<file path="config.mk">
export PLATFORM = sky130hd
export DESIGN_NAME = adder_share_arbiter
export DESIGN_NICKNAME = d
export VERILOG_FILES = /design/src/rtl/adder_share_arbiter.sv
export SDC_FILE = /design/constraint.sdc
export NUM_CORES = 1
export LEC_CHECK = 0
export ABC_AREA = 1
export CAP_MARGIN = 0
export CORE_ASPECT_RATIO = 1.75
export CORE_MARGIN = 5
export CORE_UTILIZATION = 40
export CTS_CLUSTER_SIZE = 20
export DETAILED_ROUTE_END_ITERATION = 6
export DONT_BUFFER_PORTS = 1
export PLACE_DENSITY = 0.6
export RECOVER_POWER = 25
export SETUP_SLACK_MARGIN = 0.02
export SLEW_MARGIN = 25
export SYNTH_ARGS = -nofsm -noshare
export SYNTH_HDL_FRONTEND = slang
export SYNTH_SLANG_ARGS = --single-unit
</file>
<file path="constraint.sdc">
create_clock -name clk -period 3.81 [get_ports clk]
set_input_delay 0.762 -clock clk [delete_from_list [all_inputs] [get_ports clk]]
set_output_delay 0.762 -clock clk [all_outputs]
set_load 0.01 [all_outputs]
</file>
<file path="src/rtl/adder_share_arbiter.sv">
// Round-robin arbiter that time-shares one W-bit adder among NREQ requesters.
// A one-entry result register (EMPTY/FULL) feeds a valid/ready response port.

module adder_share_arbiter #(
    parameter int NREQ = 4,
    parameter int W    = 4,
    parameter int IDW  = 2,
    parameter int CNTW = 8
) (
    input  logic                clk,
    input  logic                rst,
    input  logic [NREQ-1:0]     req,
    input  logic [NREQ*W-1:0]   op_a,
    input  logic [NREQ*W-1:0]   op_b,
    output logic [NREQ-1:0]     gnt,
    output logic                rsp_valid,
    input  logic                rsp_ready,
    output logic [IDW-1:0]      rsp_id,
    output logic [W-1:0]        rsp_sum,
    output logic                rsp_ovf,
    output logic [CNTW-1:0]     ovf_count
);

    typedef enum logic {
        EMPTY = 1'b0,
        FULL  = 1'b1
    } state_t;

    state_t          r_state;
    state_t          w_nextState;
    logic [IDW-1:0]  r_ptr;
    logic [IDW-1:0]  r_id;
    logic [W-1:0]    r_sum;
    logic            r_ovf;
    logic [CNTW-1:0] r_ovfCount;

    logic            w_canIssue;
    logic            w_found;
    logic            w_grant;
    logic [IDW-1:0]  w_winner;
    logic [IDW-1:0]  w_nextPtr;
    int              w_scanIdx;
    logic [W-1:0]    w_opA;
    logic [W-1:0]    w_opB;
    logic [W:0]      w_sum;

    // Scan req starting at the pointer and wrapping; the first set bit wins.
    always_comb begin
        w_found   = 1'b0;
        w_winner  = '0;
        w_scanIdx = 0;
        for (int k = 0; k < NREQ; k++) begin
            w_scanIdx = int'(r_ptr) + k;
            if (w_scanIdx >= NREQ) begin
                w_scanIdx = w_scanIdx - NREQ;
            end
            if (!w_found && req[w_scanIdx]) begin
                w_found  = 1'b1;
                w_winner = IDW'(w_scanIdx);
            end
        end
    end

    assign w_canIssue = (r_state == EMPTY) || rsp_ready;
    assign w_grant    = !rst && w_canIssue && w_found;
    assign w_nextPtr  = (w_winner == IDW'(NREQ - 1)) ? '0 : w_winner + 1'b1;

    always_comb begin
        gnt = '0;
        if (w_grant) begin
            gnt[w_winner] = 1'b1;
        end
    end

    assign w_opA = op_a[w_winner*W +: W];
    assign w_opB = op_b[w_winner*W +: W];
    assign w_sum = {1'b0, w_opA} + {1'b0, w_opB};

    always_comb begin
        w_nextState = r_state;
        case (r_state)
            EMPTY:   if (w_grant) w_nextState = FULL;
            FULL:    if (rsp_ready && !w_grant) w_nextState = EMPTY;
            default: w_nextState = EMPTY;
        endcase
    end

    always_ff @(posedge clk or posedge rst) begin
        if (rst) begin
            r_state <= EMPTY;
        end else begin
            r_state <= w_nextState;
        end
    end

    // The result register reloads on any grant; an accept without a grant
    // only empties the FSM and leaves the old payload in place.
    always_ff @(posedge clk or posedge rst) begin
        if (rst) begin
            r_ptr <= '0;
            r_id  <= '0;
            r_sum <= '0;
            r_ovf <= 1'b0;
        end else if (w_grant) begin
            r_ptr <= w_nextPtr;
            r_id  <= w_winner;
            r_sum <= w_sum[W-1:0];
            r_ovf <= w_sum[W];
        end
    end

    always_ff @(posedge clk or posedge rst) begin
        if (rst) begin
            r_ovfCount <= '0;
        end else if (rsp_valid && rsp_ready && r_ovf && (r_ovfCount != {CNTW{1'b1}})) begin
            r_ovfCount <= r_ovfCount + 1'b1;
        end
    end

    assign rsp_valid = (r_state == FULL);
    assign rsp_id    = r_id;
    assign rsp_sum   = r_sum;
    assign rsp_ovf   = r_ovf;
    assign ovf_count = r_ovfCount;

endmodule

</file>
; ---- Word-level counts from Yosys, hierarchy flattened
; Index checks and enable logic that the tools add are counted.
; W data, S select, Z words.
[classes]
n_addsub = 10
order_cmp = 10
eq_ne = 2
shift = 2
mux = 31
bitwise = 1
reduce_logical = 16
[op_table]
columns = cell, n
row1 = $lt A32 B4 Y1 const B, 4
row2 = $mux W32, 4
row3 = $shiftx A16 B5 Y4, 2
row4 = $mux W1, 15
row5 = $sub A3 B3 Y4 const B, 3
row6 = $logic_and A1 B1 Y1, 10
row7 = $mux W2, 5
row8 = $ge A3 B3 Y1 const B, 3
row9 = $add A8 B1 Y8 const B, 1
row10 = $bmux W1 S2, 4
row11 = $ne A8 B8 Y1 const B, 1
row12 = $add A2 B2 Y3 const B, 2
row13 = $add A4 B4 Y5, 1
row14 = $logic_not A1 Y1, 5
row15 = $mux W4, 1
row16 = $sub A2 B3 Y4 const B, 1
row17 = $add A2 B1 Y3 const B, 1
row18 = $ge A2 B3 Y1 const B, 1
row19 = $lt A2 B3 Y1 const B, 1
row20 = $add A2 B1 Y2 const B, 1
row21 = $demux W1 S2, 1
row22 = $eq A2 B2 Y1 const B, 1
row23 = $ge A2 B1 Y1 const B, 1
row24 = $pmux W1 S2, 1
row25 = other kinds (2), 2
[word_totals]
ff_bits = 18
input_bits = 39
output_inout_bits = 20
wordCells = 78

; ---- Depth between registers and ports, before layout
[logic_depth]
ltp_word = 20
mapped_depth = 20

; ---- Worst setup path after synthesis
; Ideal clock, no wire load.
[synth_timing]
kind = input to register
start = input port req[3]
end = register r_ovf, in the netlist rsp_ovf
setup_time_ns = 0.126
arrival_time_ns = 2.630
t_required_ns = 3.684
path_slack_ns = 1.054
path_stages = 17
n_path_buf = 1
path_cell_list = inv_1 > nand2_1 > nand3_1 > nand2_2 > nor2_4 > nand3_4 > nand3_4 > buf_12 > nand2_2 > nand3_1 > nand2_1 > ha_1 > fa_1 > nand3_1 > nand2_1 > nand2_1 > o21ai_0
[synth_via]
elab_chain_cells = 15
elab_cells_between_ends = 30
[synth_rtl]
columns = item, line
row1 = start: declaration, 12  ; input logic [NREQ-1:0] req,
row2 = $bmux W1 S2, 57  ; if (!w_found && req[w_scanIdx]) begin
row3 = $mux W1 (implied by the code) (2 in a row), 57
row4 = $mux W1, 57
row5 = $logic_not A1 Y1, 57
row6 = $logic_and A1 B1 Y1, 57
row7 = $mux W1, 57
row8 = $logic_not A1 Y1, 57
row9 = $logic_and A1 B1 Y1, 57
row10 = $mux W1, 57
row11 = $logic_not A1 Y1, 57
row12 = $logic_and A1 B1 Y1, 57
row13 = $mux W2, 57
row14 = "$shiftx A16 B5 Y4, on equally long branches", "75, 76"
row15 = $add A4 B4 Y5, 77  ; assign w_sum = {1'b0, w_opA} + {1'b0, w_opB};
row16 = end signal: assignment, 108  ; r_ovf <= w_sum[W];
row17 = end: declaration, 34  ; logic r_ovf;
; Parallel ways exist; a longest one is shown, timed or not. The select of a mux whose other input is x is not followed.
; A chain may end at the register's enable or synchronous reset.

; ---- Final worst setup path
[layout_timing]
start = register r_ptr[0]
end = output port gnt[1]
[layout_via]
elab_chain_cells = 20
elab_cells_between_ends = 48
[layout_rtl]
columns = item, line
row1 = start: declaration, 31  ; logic [IDW-1:0] r_ptr;
row2 = start signal: assignment, 105  ; r_ptr <= w_nextPtr;
row3 = branches (longest 14 deep; another with $sub A3 B3 Y4), -
row4 = $mux W2 *, 57
row5 = named net w_winner[0], 40  ; logic [IDW-1:0] w_winner;
row6 = $lt A2 B3 Y1 (implied by the code) or $ge A2 B1 Y1 (tied branches), 71  ; gnt[w_winner] = 1'b1;
row7 = $logic_and A1 B1 Y1 (implied by the code), 71
row8 = $mux W1 (implied by the code), 71
row9 = $demux W1 S2 *, 71
row10 = $mux W4 *, 70  ; if (w_grant) begin
row11 = end: declaration, 15  ; output logic [NREQ-1:0] gnt,
; Mark *: on every way through the listed nets, which the timed path passes. The select of a mux whose other input is x is not followed.

==> results.sh <==
export IMPL_yosys_mux_area_fraction_pct=0.6589
export IMPL_antenna_diode_count=0
export IMPL_postSynth_asyncResetShare_pct=100.0
export IMPL_start_util_pct=41.18
export IMPL_timing_rr_start="r_ptr[0]$_DFFE_PP0P_"
export IMPL_slew_violations=0
export IMPL_synthFlopType="dfrtp_1"
export IMPL_first_pass_iters=4
export IMPL_cp_slowest_cell="dfrtp_1"
export IMPL_synth_top_family_by_area="simple AND/OR/NAND/NOR gates"
export IMPL_min_period_ps=3235
export IMPL_htree_levels=1
export IMPL_cts_tree="done"
export IMPL_yosys_area_share_simple_pct=41.00
export IMPL_fp_coreArea_sq_um=4150
export IMPL_place_area_sq_um=1727
export IMPL_grtUsageTotal_pct=13.98
export IMPL_dp_worst_setup_slack_ps=680.5
export IMPL_yosysSeqAreaShare_pct=26.35
export IMPL_vias_per_cell=5.046
export IMPL_drt_wl_total_mm=3.778
export IMPL_finalNetCount=303
export IMPL_synth_top_area_share_pct=26.35
export IMPL_clock_sinks=18
export IMPL_grt_pass1_wl_mm=6.341
export IMPL_arrival_ps=2470
export IMPL_cpMostUsedCell="nand2_1"
export IMPL_root_buffer="clkbuf_8"
export IMPL_worst_slew_pin_transition_ps=668.2
export IMPL_cpPeakStageDelay_ps=630
export IMPL_areaGrowthSynthToFinish_pct=4.246
export IMPL_ios=59
export IMPL_yosys_warnings=0
export IMPL_cp_top_family="simple AND/OR/NAND/NOR gates"
export IMPL_grt_overflow=0
export IMPL_layout_drive_gt1_share_pct=12.25
export IMPL_dp_hpwl_mm=3.140
export IMPL_clkSlewWorstSetupHoldPaths_ps=60
export IMPL_finalHoldViolCount=0
export IMPL_cp_start_kind="register"
export IMPL_synth_cell_types=30
export IMPL_numCtsBuffers=3
export IMPL_seq_area_sq_um=450.4
export IMPL_synth_compound_area_share_pct=3.660
export IMPL_synthXorXnorAreaFrac_pct=4.612
export IMPL_grt_max_degree=21
export IMPL_insertion_delay_ps=250
export IMPL_outcome="completed"
export IMPL_grt_pass1_vias=1506
export IMPL_yosys_area_top_type="dfrtp_1"
export IMPL_cts_hold_buf=0
export IMPL_hp_class="input port to asynchronous set/reset pin"
export IMPL_drc=0
export IMPL_end_kind="output pin"
export IMPL_cts_resized=0
export IMPL_crit_chain="inv_8 > nand2_1 > nand2_2 > nand2_1 > nand2_1 > nand2_1 > nand2_1 > nand2_4 > nand3_4 > inv_1 > ha_1 > inv_1 > nor2_1"
export IMPL_rsz0062_at_grt="false"
export IMPL_synth_fa_ha_area_share_pct=7.760
export IMPL_cp_required_ps=3050
export IMPL_critPathMaxFanout=20
export IMPL_synth_area_sq_um=1709
export IMPL_port_buffers=0
export IMPL_ys_ff_latch=18
export IMPL_synth_nets=303
export IMPL_dieArea_sq_um=5731
export IMPL_critPathKind="register to output pin"
export IMPL_rows=31
export IMPL_drtIter0Drc=28
export IMPL_reg2reg_setup_slack_ps=800
export IMPL_num_vias=1524
export IMPL_dieHeight_um=96.47
export IMPL_multi_input_area_sq_um=985.9
export IMPL_ant_nets=0
export IMPL_setup_ws_ps=575.1
export IMPL_postLayoutCellArea_sq_um=1782
export IMPL_gp_congestion=0.7823
export IMPL_clock_fmax_ghz=0.3091
export IMPL_antenna_found_initial=0
export IMPL_max_slew_margin_pct=55.40
export IMPL_fill_cells=467
export IMPL_r2r_end="rsp_ovf$_DFFE_PP0P_"
export IMPL_ff2ff_path_depth=15
export IMPL_startpoint="r_ptr[0]$_DFFE_PP0P_"
export IMPL_wl_per_cell_um=12.51
export IMPL_synth_cells=254
export IMPL_cap_violations=0
export IMPL_fp_dieW_um=59.41
export IMPL_synth_area_per_cell_sq_um=6.729
export IMPL_setup_viol=0
export IMPL_crit_buf_inv=3
export IMPL_fin_crit_sh_pct=84.91
export IMPL_clockBufferDepth=2
export IMPL_synth_common_cells="nand2_1 (68), inv_1 (49), nand3_1 (28), dfrtp_1 (18), nand4_1 (17)"
export IMPL_post_cts_buffers=0
export IMPL_utilization_pct=42.93
export IMPL_final_setup_skew_ps=1.811
export IMPL_yosysMostFrequentCell="nand2_1"
export IMPL_netlist_top_cells_area="dfrtp_1 (26%), nand2_1 (15%), inv_1 (11%), nand3_1 (8.2%), ha_1 (6.6%)"
export IMPL_synth_edf_count=0
export IMPL_finalSetupTns_ps=0
==> routing by layer <==
metal | part of all wire [%] | wire length [um] | track usage [%]
met2 | 53 | 2018 | 25.91
met4 | 1.1 | 42 | 3.970
met5 | 0 | 0 | 0
met3 | 5.0 | 190 | 2.261
met1 | 40 | 1526 | 15.93
==> logic make-up after synthesis <==
logic type	after synthesis
adder cells (fa/ha/maj)	10
flip-flops	18
AND/OR/NAND/NOR	142
multiplexers	1
AO/OA/AOI/OAI	12
XOR/XNOR	9
buffers and inverters	62
==> cell usage in the layout (no fill, tap or decap), drive strengths merged <==
cell type  count
nand2         82
inv           54
nand3         31
dfrtp         18
nand4         17
ha             9
nor2           9
o21ai          8
xnor2          6
clkbuf         4
xor2           3
a21oi          3
nor3           2
buf            2
o21a           1
clkinv         1
mux2           1
nor3b          1
fa             1
==> layout make-up <==
| class | count | share of cell area [%] |
|---|---|---|
| multi-input combinational | 174 | 55.34 |
| sequential | 18 | 25.28 |
| clock buffer | 4 | 3.090 |
| inverter | 55 | 12.01 |
| tap | 49 | 3.441 |
| timing repair buffer | 2 | 0.8427 |
==> flip-flops by register name (all words and copies together), names as in the netlist <==
name,flops
ovf_count,8
r_ptr,2
rsp_id,2
rsp_ovf,1
rsp_sum,4
rsp_valid,1
==> worst max-delay path by stage <==
stage | endpoint | slack [ps] | depth (start not counted)
final | gnt[1] | 580 | 13
after global routing | gnt[1] | 290 | 13
after CTS | gnt[1] | 550 | 13
after detailed placement | rsp_ovf$_DFFE_PP0P_ | 680 | 16
after global placement | rsp_ovf$_DFFE_PP0P_ | 730 | 16
after floorplan | gnt[3] | 1050 | 13
==> through the flow <==
| step | cells | hold WS [ps] |
|---|---|---|
| finish | 302 | 496.1 |
| detailed placement | 298 | 548.1 |
| CTS | 302 | 510.1 |
| global route | 302 | 556.4 |
| global placement | 298 | 545.7 |
| floorplan | 254 | 514.1 |
Power is left out: the tool's default activity adds up to more than one toggle a clock period on the data nets, which glitch-free logic cannot reach.
